## src/rtl/alu_lm_19101664.sv

```systemverilog
`default_nettype none
// ============================================================================
//  Module   : alu_lm_19101664
//  Brief    : 32-bit MIPS-style ALU (AND/OR/ADD/SUB/SLT/NOR) with registered
//             result and zero flag; one clock of latency.
//  Revision : 1.0 - initial release
// ============================================================================
module alu_lm_19101664 #(
    parameter int WIDTH = 32
) (
    input  logic             clk,
    input  logic             rst_n,
    input  logic [WIDTH-1:0] A,
    input  logic [WIDTH-1:0] B,
    input  logic [3:0]       op,
    output logic [WIDTH-1:0] res,
    output logic             zeroFlag
);

    localparam logic [3:0] c_op_and = 4'b0000;
    localparam logic [3:0] c_op_or  = 4'b0001;
    localparam logic [3:0] c_op_add = 4'b0010;
    localparam logic [3:0] c_op_sub = 4'b0110;
    localparam logic [3:0] c_op_slt = 4'b0111;
    localparam logic [3:0] c_op_nor = 4'b1100;

    logic [WIDTH-1:0] w_result;
    logic             w_lt;
    logic [WIDTH-1:0] r_res;
    logic             r_zero;

    // SLT uses a true signed compare so results stay correct when A - B overflows.
    assign w_lt = ($signed(A) < $signed(B));

    // Operation select; unknown codes produce zero so the flag reads as set.
    always_comb begin
        w_result = '0;
        case (op)
            c_op_and: w_result = A & B;
            c_op_or:  w_result = A | B;
            c_op_add: w_result = A + B;
            c_op_sub: w_result = A - B;
            c_op_slt: w_result = {{(WIDTH-1){1'b0}}, w_lt};
            c_op_nor: w_result = ~(A | B);
            default:  w_result = '0;
        endcase
    end

    // Output register; the zero flag is derived from the same next value so it
    // can never disagree with res.
    always_ff @(posedge clk or negedge rst_n) begin
        if (!rst_n) begin
            r_res  <= '0;
            r_zero <= 1'b1;
        end else begin
            r_res  <= w_result;
            r_zero <= (w_result == '0);
        end
    end

    assign res      = r_res;
    assign zeroFlag = r_zero;

endmodule
`default_nettype wire

```

## config.mk

```make
export PLATFORM = sky130hd
export DESIGN_NAME = alu_lm_19101664
export DESIGN_NICKNAME = d
export VERILOG_FILES = /design/src/rtl/alu_lm_19101664.sv
export SDC_FILE = /design/constraint.sdc
export NUM_CORES = 1
export LEC_CHECK = 0
export CORE_ASPECT_RATIO = 0.8
export CORE_MARGIN = 3
export CORE_UTILIZATION = 30
export DETAILED_ROUTE_END_ITERATION = 10
export PLACE_DENSITY = 0.52
export SKIP_LAST_GASP = 1
export SLEW_MARGIN = 20
export SYNTH_ARGS = -nofsm -noshare
export SYNTH_HDL_FRONTEND = slang
export SYNTH_SLANG_ARGS = --single-unit
```

## constraint.sdc

```tcl
create_clock -name clk -period 0.8 [get_ports clk]
set_input_delay 0.16 -clock clk [delete_from_list [all_inputs] [get_ports clk]]
set_output_delay 0.16 -clock clk [all_outputs]
set_load 0.02 [all_outputs]
```

==> results.toml, run 1 <==
[clock_network]
cts_buffers = 5
root_buffer = "clkbuf_16"
clk_pin_slew_ns = 0.07
h-tree-depth = 2
ctsLongestPathBuffers = 2
cts_hold_buf = 0
cts.sinks = 33
cts_tree = "done"

[placed_design]
port_buffers = 102
place_congestion = 0.9483
place_hpwl_microns = 23070
dp_cells = 1549

[yosys]
synth-edff-count = 0
synth_area_sq_um = 6325
yosysUniqueCellTypes = 88
yosys_warnings = 0
synth-adder-area-share_pct = 20.81
synth_xor_area_share_pct = 0.4154
synthSimpleGateAreaFrac_pct = 19.07
muxShareOfSynthArea_pct = 0.4946
avgSynthCellArea_sq_um = 7.380
synth-async-reset-ratio_pct = 100.0
synth-compound-area-share_pct = 36.22
yosysSeqAreaShare_pct = 13.08
synthFlopType = "dfrtp_1"
synth_seq_cells = 33
synth_top_family_by_area = "compound AO/OA/AOI/OAI gates"
syn-instance-count = 857
syn_nets = 1031

[detailed_routing]
via_per_inst = 5.365
vias = 8638
wirelength_microns = 29950
first_pass_iters = 5
detail-route-antenna-nets = 0
drc = 0
drt-initial-drc-count = 705
drt-wirelength-per-cell_microns = 18.60

[global_routing]
grt_max_degree = 27
grt_pass1_vias = 8204
grt_overflow = 0
grt_usage_pct = 24.67
grt_pass1_wl_microns = 45420
antenna_found_initial = 0

[run]
drv_cap = 0

[pwr]
ir_drop_mv = 0.9852
pwr_density_cell_nw_per_um2 = 1056
total_power_mw = 13.41
cellLeakagePower_nw = 5.914

[final_layout]
num_antenna_cells = 0
instances_no_fill = 1610
area_delta_synth_final_pct = 100.8
fin_nets = 1519
drive_above_1_share_pct = 55.65
nFillCells = 1727

[outcome]
outcome = "finished with violations"
violations = "setup timing"

[setup_path]
path_class = "primary input to flip-flop"
start_kind = "primary input"
cp_data_required_time_ns = 0.98
crit_arrival_ns = 3.55
path_max_fanout = 3
end_kind = "flip-flop"

[sta]
period_share_pct = 421.4
max_freq_ghz = 0.2966
worst_pin_slew_ns = 0.6193
layout_setup_ws_ns = -2.572
rsz0062_at_grt = "true"
fin_crit_ns = 3.372
relSlewSlack_pct = 58.36
finalSetupViolCount = 66
hold_violations = 0
slew_viol_final = 0

[floorplan]
die-width_microns = 168.3
pin_count = 103
die-area_sq_um = 22870
start_util_pct = 31.22
core-area_sq_um = 20260
row_count = 46
dieHeight_microns = 135.9

[min_path]
min_path_type = "primary input to async pin"
-- layout make-up --
type,count,area [sq um],area share [%]
multi-input combinational,673,6505,51.22
timing repair buffer,533,4481,35.28
sequential,33,827.0,6.512
inverter,99,414.1,3.261
tap,264,330.3,2.601
clock buffer,5,125.1,0.9852
clock inverter,3,17.52,0.1379
-- cells in the mapped netlist (all sizes together) (6+ instances only) --
cell type / number / area (sq um)
ha: 102 / 1276
inv: 99 / 371.6
nor2: 85 / 321.6
a21oi: 80 / 404.1
nand2: 49 / 183.9
o21ai: 43 / 226.5
dfrtp: 32 / 800.8
a221oi: 27 / 249.0
buf: 26 / 157.7
clkbuf: 26 / 97.59
nor3: 20 / 100.1
a21o: 15 / 115.1
a31oi: 15 / 93.84
nor4: 15 / 93.84
nand3: 14 / 70.07
o22ai: 14 / 87.58
o211ai: 12 / 103.9
o31ai: 12 / 90.09
a22oi: 10 / 75.07
o21bai: 10 / 75.07
a221o: 9 / 90.09
nor2b: 9 / 56.30
a211oi: 8 / 70.06
nand2b: 7 / 43.79
or2: 7 / 43.79
o221ai: 6 / 52.55
-- layer usage --
layer | vias up | global-route usage (%) | share of wire, %
li1 | 4154 | - | -
met3 | 28 | 3.256 | 8.8
met4 | 0 | 2.771 | 0.91
met5 | - | 0 | 0
met2 | 365 | 36.90 | 42
met1 | 4091 | 38.57 | 48
-- kinds of logic (layout without fill, tap and decap cells) --
logic type | count (synthesis) | after routing
mux | 3 | 3
buf+inv | 151 | 640
simple gates | 245 | 245
compound gates | 318 | 318
xor+xnor | 3 | 3
fa+ha+maj | 104 | 104
flops | 33 | 33
-- power by group --
| group | internal [mW] | switching (mW) | leakage, nW |
|---|---|---|---|
| clock | 1.14 | 0.787 | 0.0696 |
| sequential | 1.88 | 0.121 | 0.418 |
| combinational | 4.85 | 4.63 | 5.43 |
-- cell usage in the layout (no fill, tap or decap), types with 9 or more instances in the layout --
cell | Yosys | layout
o21ai_2 | 3 | 9
clkdlybuf4s50_1 | 0 | 31
buf_4 | 8 | 388
nand3_1 | 14 | 12
a221oi_2 | 2 | 9
dfrtp_1 | 32 | 32
a221oi_1 | 25 | 15
clkbuf_2 | 0 | 10
dlymetal6s2s_1 | 0 | 9
inv_2 | 2 | 23
nor2_2 | 1 | 9
a221o_1 | 9 | 9
ha_4 | 0 | 29
inv_1 | 97 | 67
nor2_1 | 84 | 73
o211ai_1 | 11 | 11
a21oi_2 | 1 | 18
o21bai_1 | 10 | 9
o21ai_4 | 0 | 10
o21ai_0 | 36 | 20
buf_6 | 2 | 83
nand2_1 | 49 | 44
ha_1 | 102 | 68
a21o_1 | 13 | 13
a22oi_1 | 10 | 10
nor3_1 | 20 | 12
a21oi_1 | 79 | 54
-- flip-flops by register name, summed over array words and instances (netlist names) --
| signal | flops |
|---|---|
| res | 32 |
| zeroFlag | 1 |
-- per-stage QoR --
| step | setup TNS [ns] | setup slack [ns] | hold WS (ns) | area, sq um | util [%] |
|---|---|---|---|---|---|
| 2_1_floorplan | -43.42 | -2.434 | -0.1356 | 6538 | - |
| 3_3_place_gp | -87.95 | -3.388 | 0.5709 | 10510 | 51.85 |
| 3_5_place_dp | -88.50 | -3.638 | 0.5648 | 10510 | 51.85 |
| 4_1_cts | -59.61 | -2.587 | 0.2659 | 11730 | 57.92 |
| 5_1_grt | -60.93 | -2.650 | 0.2849 | 12700 | 62.69 |
| 6_report | -58.19 | -2.572 | 0.2539 | 12700 | 62.69 |
-- critical path, cell delays in order --
cell and delay, ns:
buf_12 0.11, buf_4 0.13, ha_4 0.16, buf_6 0.12
a211oi_4 0.30, buf_6 0.15, o21ai_4 0.07, a2bb2oi_4 0.22
a211oi_4 0.10, buf_4 0.15, a211oi_4 0.29, o31ai_2 0.12
a21o_1 0.20, or4_4 0.53, nor4_4 0.27, nand4b_1 0.14
nor4bb_1 0.32
-- final timing paths --
check / from / end / cells past startpoint
max: A[0] / zeroFlag / 17
min: rst_n / res[5] / 2
max in group asynchronous: rst_n / zeroFlag / 2
min in group clk: A[18] / res[18] / 4
-- timing repair --
item	4_1_cts	5_1_grt
setup endpoints to repair	66	66
pin swaps	79	91
gates resized for setup	416	225
buffers inserted	39	38
Power figures use the tool's default switching activity.
==> run 2, diff against run 1 <==
--- a/config.mk
+++ b/config.mk
@@ -7,9 +7,11 @@
 export LEC_CHECK = 0
 export CORE_ASPECT_RATIO = 0.8
 export CORE_MARGIN = 3
-export CORE_UTILIZATION = 30
+export CORE_UTILIZATION = 67
+export CTS_CLUSTER_DIAMETER = 80
 export DETAILED_ROUTE_END_ITERATION = 10
-export PLACE_DENSITY = 0.52
+export DONT_BUFFER_PORTS = 1
+export PLACE_DENSITY = 0.85
 export SKIP_LAST_GASP = 1
 export SLEW_MARGIN = 20
 export SYNTH_ARGS = -nofsm -noshare
==> run 2 against run 1 <==
Compared with the run above: the run now fails in clock tree synthesis; synthesized cell count stayed put; synthesized area unchanged.
==> results.toml, run 2 <==
[yosys]
synth_seq_cells = 33
yosysUniqueCellTypes = 88
avgSynthCellArea_sq_um = 7.380
syn_nets = 1031
synthFlopType = "dfrtp_1"
synth_area_leaders = "ha_1 20%, dfrtp_1 13%, a21oi_1 6.3%"
synth-async-reset-ratio_pct = 100.0
yosys_warnings = 0
synth_area_sq_um = 6325
synth_common_cells = "102 x ha_1, 97 x inv_1, 84 x nor2_1"
synth_most_common_cell = "ha_1"
yosys.area.top_type = "ha_1"
synth_top_area_share_pct = 20.18
synth-edff-count = 0
yosysSeqAreaShare_pct = 13.08
syn-instance-count = 857

[floorplan]
pin_count = 103
start_util_pct = 69.39
dieHeight_microns = 92.90
die-width_microns = 114.6
row_count = 31

[clock_network]
post_cts_buffers = 41
cts.sinks = 33
h-tree-depth = 2
cts-resized-gates = 175
root_buffer = "clkbuf_16"
cts_buffers = 5
ctsLongestPathBuffers = 2

[placed_design]
dp_cells = 1212
place_congestion = 1.106
place_hpwl_microns = 25260
port_buffers = 0
preCtsSetupSlack_ns = -2.875

[outcome]
outcome = "stopped before the end"
haltStage = "clock tree synthesis"
tool.error = "[ERROR DPL-0038] Utilization greater than 100%, impossible to legalize"
[run 2: metrics by stage]
| step | area [sq um] | utilization [%] |
|---|---|---|
| after floorplan | 6538 | - |
| after global placement | 8652 | 94.92 |
| after detailed placement | 8652 | 94.92 |
[run 2: cell families after synthesis]
| family | share of synthesized area (%) |
|---|---|
| buffers and inverters | 9.911 |
| AND/OR/NAND/NOR | 19.07 |
| AO/OA/AOI/OAI | 36.22 |
| multiplexers | 0.4946 |
| flip-flops | 13.08 |
| XOR/XNOR | 0.4155 |
| adder cells (fa/ha/maj) | 20.81 |
==> run 3, diff against run 2 <==
--- a/config.mk
+++ b/config.mk
@@ -5,13 +5,11 @@
 export SDC_FILE = /design/constraint.sdc
 export NUM_CORES = 1
 export LEC_CHECK = 0
-export CORE_ASPECT_RATIO = 0.8
 export CORE_MARGIN = 3
-export CORE_UTILIZATION = 67
-export CTS_CLUSTER_DIAMETER = 80
+export CORE_UTILIZATION = 40
 export DETAILED_ROUTE_END_ITERATION = 10
 export DONT_BUFFER_PORTS = 1
-export PLACE_DENSITY = 0.85
+export PLACE_DENSITY_LB_ADDON = 0.15
 export SKIP_LAST_GASP = 1
 export SLEW_MARGIN = 20
 export SYNTH_ARGS = -nofsm -noshare
==> run 3 against run 2 <==
Compared with the run above: the flow now finishes, with violations (hold timing, setup timing).
==> results.toml, run 3 (synthesis results as in run 1) <==
[final_layout]
final_cell_area_sq_um = 10380
num_antenna_cells = 0
fin_nets = 1331
nFillCells = 1293
instances_no_fill = 1369
layout_common_cells = "314 x buf_4, 90 x ha_1, 88 x inv_1"
largest_reg_flops = 32
drive_above_1_share_pct = 46.89
area_delta_synth_final_pct = 64.13
final_common_cell = "buf_4"

[detailed_routing]
detail-route-antenna-nets = 0
vias = 8166
drt-wirelength-per-cell_microns = 20.21
first_pass_iters = 5
via_per_inst = 5.965
drt-initial-drc-count = 734
wirelength_microns = 27660
drc = 0

[setup_path]
crit_arrival_ns = 3.32
end_kind = "flip-flop"
start_kind = "primary input"
path_class = "primary input to flip-flop"
path_max_fanout = 3
cp_data_required_time_ns = 1.00

[clock_network]
root_buffer = "clkbuf_16"
cts.sinks = 33
cts_tree = "done"
cts_buffers = 5
clk_pin_slew_ns = 0.06
h-tree-depth = 2
ctsLongestPathBuffers = 2

[placed_design]
place_congestion = 0.9748
place_hpwl_microns = 21630
postPlaceCellArea_sq_um = 9012
port_buffers = 0
dp_cells = 1340

[floorplan]
die-width_microns = 131.7
pin_count = 103
dieHeight_microns = 131.7
start_util_pct = 41.30
core-area_sq_um = 15310
row_count = 45
die-area_sq_um = 17360

[sta]
holdWs_ns = -0.4417
worst_pin_slew_ns = 0.6781
hold_violations = 33
relSlewSlack_pct = 54.22
max_freq_ghz = 0.3201
period_share_pct = 390.5
fin_crit_ns = 3.124
rsz0062_at_grt = "true"
layout_setup_ws_ns = -2.324
slew_viol_final = 0
finalSetupViolCount = 66

[global_routing]
grt_overflow = 0
antenna_found_initial = 0
grt_pass1_wl_microns = 42300
grt_max_degree = 34
grt_pass1_vias = 8035
grt_usage_pct = 29.65

[run]
drv_cap = 0

[outcome]
outcome = "finished with violations"
violations = "hold timing, setup timing"

[min_path]
min_path_type = "primary input to async pin"

[pwr]
pwr_density_cell_nw_per_um2 = 1156
cellLeakagePower_nw = 4.825
ir_drop_mv = 0.8069
[run 3: layout make-up]
cell class,instances,area [sq um],share of cell area [%]
multi-input combinational,673,5929,57.12
timing repair buffer,345,2724,26.24
sequential,33,860.8,8.292
inverter,99,412.9,3.977
tap,211,264.0,2.543
clock buffer,5,125.1,1.205
clock inverter,3,65.06,0.6267
[run 3: metal layers]
layer,GRT usage [%],wire length [microns],vias to the layer above
met5,0,0,-
met3,5.115,2225,62
li1,-,-,3757
met2,50.60,13070,384
met1,39.60,11730,3963
met4,5.951,633,0
[run 3: where the power goes]
| group | switching (mW) | internal (mW) |
|---|---|---|
| combinational | 3.62 | 3.58 |
| sequential | 0.353 | 1.92 |
| clock | 0.762 | 1.78 |
| total | 4.73 | 7.27 |
[run 3: timing repair]
action,in CTS,in global routing
hold endpoints to repair,33,33
pin swaps,60,51
gates resized for setup,125,92
buffers inserted,18,23
setup endpoints to repair,66,66
[run 3: worst max-delay path, cell delays in order]
cell and delay (ns):
clkinvlp_4 0.11, fa_2 0.40, or2_1 0.24, a2111o_1 0.46
nand2_1 0.13, a2bb2oi_1 0.23, mux2i_1 0.10, a21o_1 0.20
nor4_4 0.17, or4b_4 0.51, nor4_4 0.21, nand4b_1 0.12
nor4bb_1 0.27
[run 3: final timing paths]
kind,slack [ns],end,start,depth (start not counted)
setup / recovery,-2.32,zeroFlag,A[1],13
hold / removal,-0.44,res[29],rst_n,0
max in group asynchronous,1.07,zeroFlag,rst_n,0
min in group clk,0.11,res[2],op[1],2
[run 3: metrics by stage]
step | setup TNS [ns] | power (mW) | utilization [%] | setup WS, ns
finish | -51.82 | 12.01 | 67.79 | -2.324
global placement | -58.77 | 8.031 | 58.85 | -2.742
detailed placement | -59.46 | 8.117 | 58.85 | -2.825
global route | -54.28 | 12.59 | 67.79 | -2.517
CTS | -50.28 | 11.38 | 64.42 | -2.293
floorplan | -43.42 | 5.219 | - | -2.434
==> run 4, diff against run 3 <==
--- a/config.mk
+++ b/config.mk
@@ -7,9 +7,10 @@
 export LEC_CHECK = 0
 export CORE_MARGIN = 3
 export CORE_UTILIZATION = 40
+export CTS_CLUSTER_SIZE = 8
 export DETAILED_ROUTE_END_ITERATION = 10
 export DONT_BUFFER_PORTS = 1
-export PLACE_DENSITY_LB_ADDON = 0.15
+export REMOVE_ABC_BUFFERS = 1
 export SKIP_LAST_GASP = 1
 export SLEW_MARGIN = 20
 export SYNTH_ARGS = -nofsm -noshare
==> run 4 against run 3 <==
Compared with the run above: the flow still finishes with violations (hold timing, setup timing); sequential cell count did not move; sequential share of layout area rose by 0.17 points; critical endpoint unchanged; die area did not move; critical path depth rose by 1; combinational power fell by 2%; global-route usage fell by 1.2 points; wire length fell by 2.9%; clock power fell by 18%; largest power group unchanged.
==> results.toml, run 4 (synthesis results as in run 1) <==
[outcome]
outcome = "finished with violations"
violations = "hold timing, setup timing"

[sta]
finalSetupViolCount = 66
max_freq_ghz = 0.3133
relSlewSlack_pct = 26.83
layout_setup_ws_ns = -2.392
fin_crit_ns = 3.192
hold_violations = 33
rsz0062_at_grt = "true"
period_share_pct = 399.0
holdWs_ns = -0.4433
fin_tns_setup_ns = -52.88
worst_pin_slew_ns = 1.092
slew_viol_final = 0

[pwr]
switching_share_pct = 41.30
pwr_density_cell_nw_per_um2 = 1127
p_int_mw = 6.685
cellLeakagePower_nw = 4.758
total_power_mw = 11.39
ir_drop_mv = 0.7669
power_frac_comb_pct = 61.7
pwr-share-clk_pct = 18.3
p_switching_mw = 4.704
pwr-share-seq_pct = 19.9

[setup_path]
path_delay_family = "compound AO/OA/AOI/OAI gates"
path_max_fanout = 3
cp_common_cell = "a211oi_2"
path_class = "primary input to flip-flop"
cp_slowest_stage_delay_ns = 0.54
end_kind = "flip-flop"
crit_path_top_delay_cell = "or4_4"
worstSetupPathDepth = 14
cp_data_required_time_ns = 1.00
crit_arrival_ns = 3.39
path_cells = "clkinvlp_4 > ha_4 > a211oi_2 > buf_4 > o21ai_4 > a2bb2oi_2 > a211oi_4 > a211oi_2 > o31ai_1 > a21o_1 > or4_4 > nor4_4 > nand4b_1 > nor4bb_1"
start_kind = "primary input"
crit_buf_inv = 2

[final_layout]
instances_no_fill = 1363
regArea_sq_um = 855.8
multi_input_area_sq_um = 5823
final_cell_area_sq_um = 10110
layout_common_cells = "321 x buf_4, 93 x inv_1, 90 x ha_1"
postLayoutCoreUtil_pct = 66.00
drive_above_1_share_pct = 45.57
area_delta_synth_final_pct = 59.82
fin_nets = 1325
final_common_cell = "buf_4"
largest_reg_flops = 32
nFillCells = 1278
num_antenna_cells = 0

[clock_network]
root_buffer = "clkbuf_16"
h-tree-depth = 2
cts_tree = "done"
cts_buffers = 5
cts.sinks = 33
clk_pin_slew_ns = 0.07
ctsLongestPathBuffers = 2

[detailed_routing]
via_per_inst = 5.938
vias = 8094
detail-route-antenna-nets = 0
drt-initial-drc-count = 1010
drc = 0
first_pass_iters = 6
wirelength_microns = 26850
drt-wirelength-per-cell_microns = 19.70

[min_path]
min_path_type = "primary input to async pin"

[placed_design]
dp_cells = 1331
postPlaceCellArea_sq_um = 8732
place_congestion = 1.019
preCtsSetupSlack_ns = -2.923
port_buffers = 0
place_hpwl_microns = 19940

[floorplan]
row_count = 45
dieHeight_microns = 131.7
start_util_pct = 41.30
pin_count = 103
core-area_sq_um = 15310
die-area_sq_um = 17360
die-width_microns = 131.7

[global_routing]
grt_usage_pct = 28.47
grt_pass1_vias = 7759
grt_overflow = 0
antenna_found_initial = 0
grt_pass1_wl_microns = 40830
grt_max_degree = 34

[run]
drv_cap = 0
run 4: changes by cell type in the layout (fill, tap and decap cells not counted), moves of 3 or more:
cell and change:
buf_4 +7, nor2_1 +3, nor2_2 -3, dfrtp_2 -4
inv_1 +5, buf_6 -12, dfrtp_1 +4
run 4: cell type report:
cell class,count,share of cell area (%)
clock buffers,7,1.510
flip-flops and latches,33,8.466
repair buffers,339,25.93
clock inverters,1,0.04951
multi-input cells,673,57.61
well taps,211,2.612
inverters,99,3.825
run 4: metal layers:
layer  global-route usage, %  wire length [microns]
met5                       0                      0
met4                   9.218                   1060
met3                   6.908                   2846
met2                   44.36                  11880
met1                   38.84                  11070
run 4: power by group through the flow:
stage / logic [mW] / registers (mW) / clock network, mW
CTS: 6.35 / 2.26 / 2.09
global route: 7.48 / 2.28 / 2.17
global placement: 5.49 / 2.27 / 0
floorplan: 2.73 / 2.23 / 0
finish: 7.03 / 2.27 / 2.09
detailed placement: 5.53 / 2.27 / 0
run 4: repair_timing:
item / CTS / global route
pin swaps: 70 / 30
endpoints found under the hold margin: 33 / 33
endpoints found under the setup margin: 66 / 66
buffers inserted: 20 / 13
gates resized for setup: 157 / 63
run 4: worst max-delay path by stage:
stage	from	endpoint	slack, ns
5_1_grt	A[1]	zeroFlag	-2.46
3_3_place_gp	A[0]	zeroFlag	-2.84
2_1_floorplan	A[0]	zeroFlag	-2.57
4_1_cts	A[1]	zeroFlag	-2.32
6_report	A[1]	zeroFlag	-2.39
3_5_place_dp	A[0]	zeroFlag	-2.92
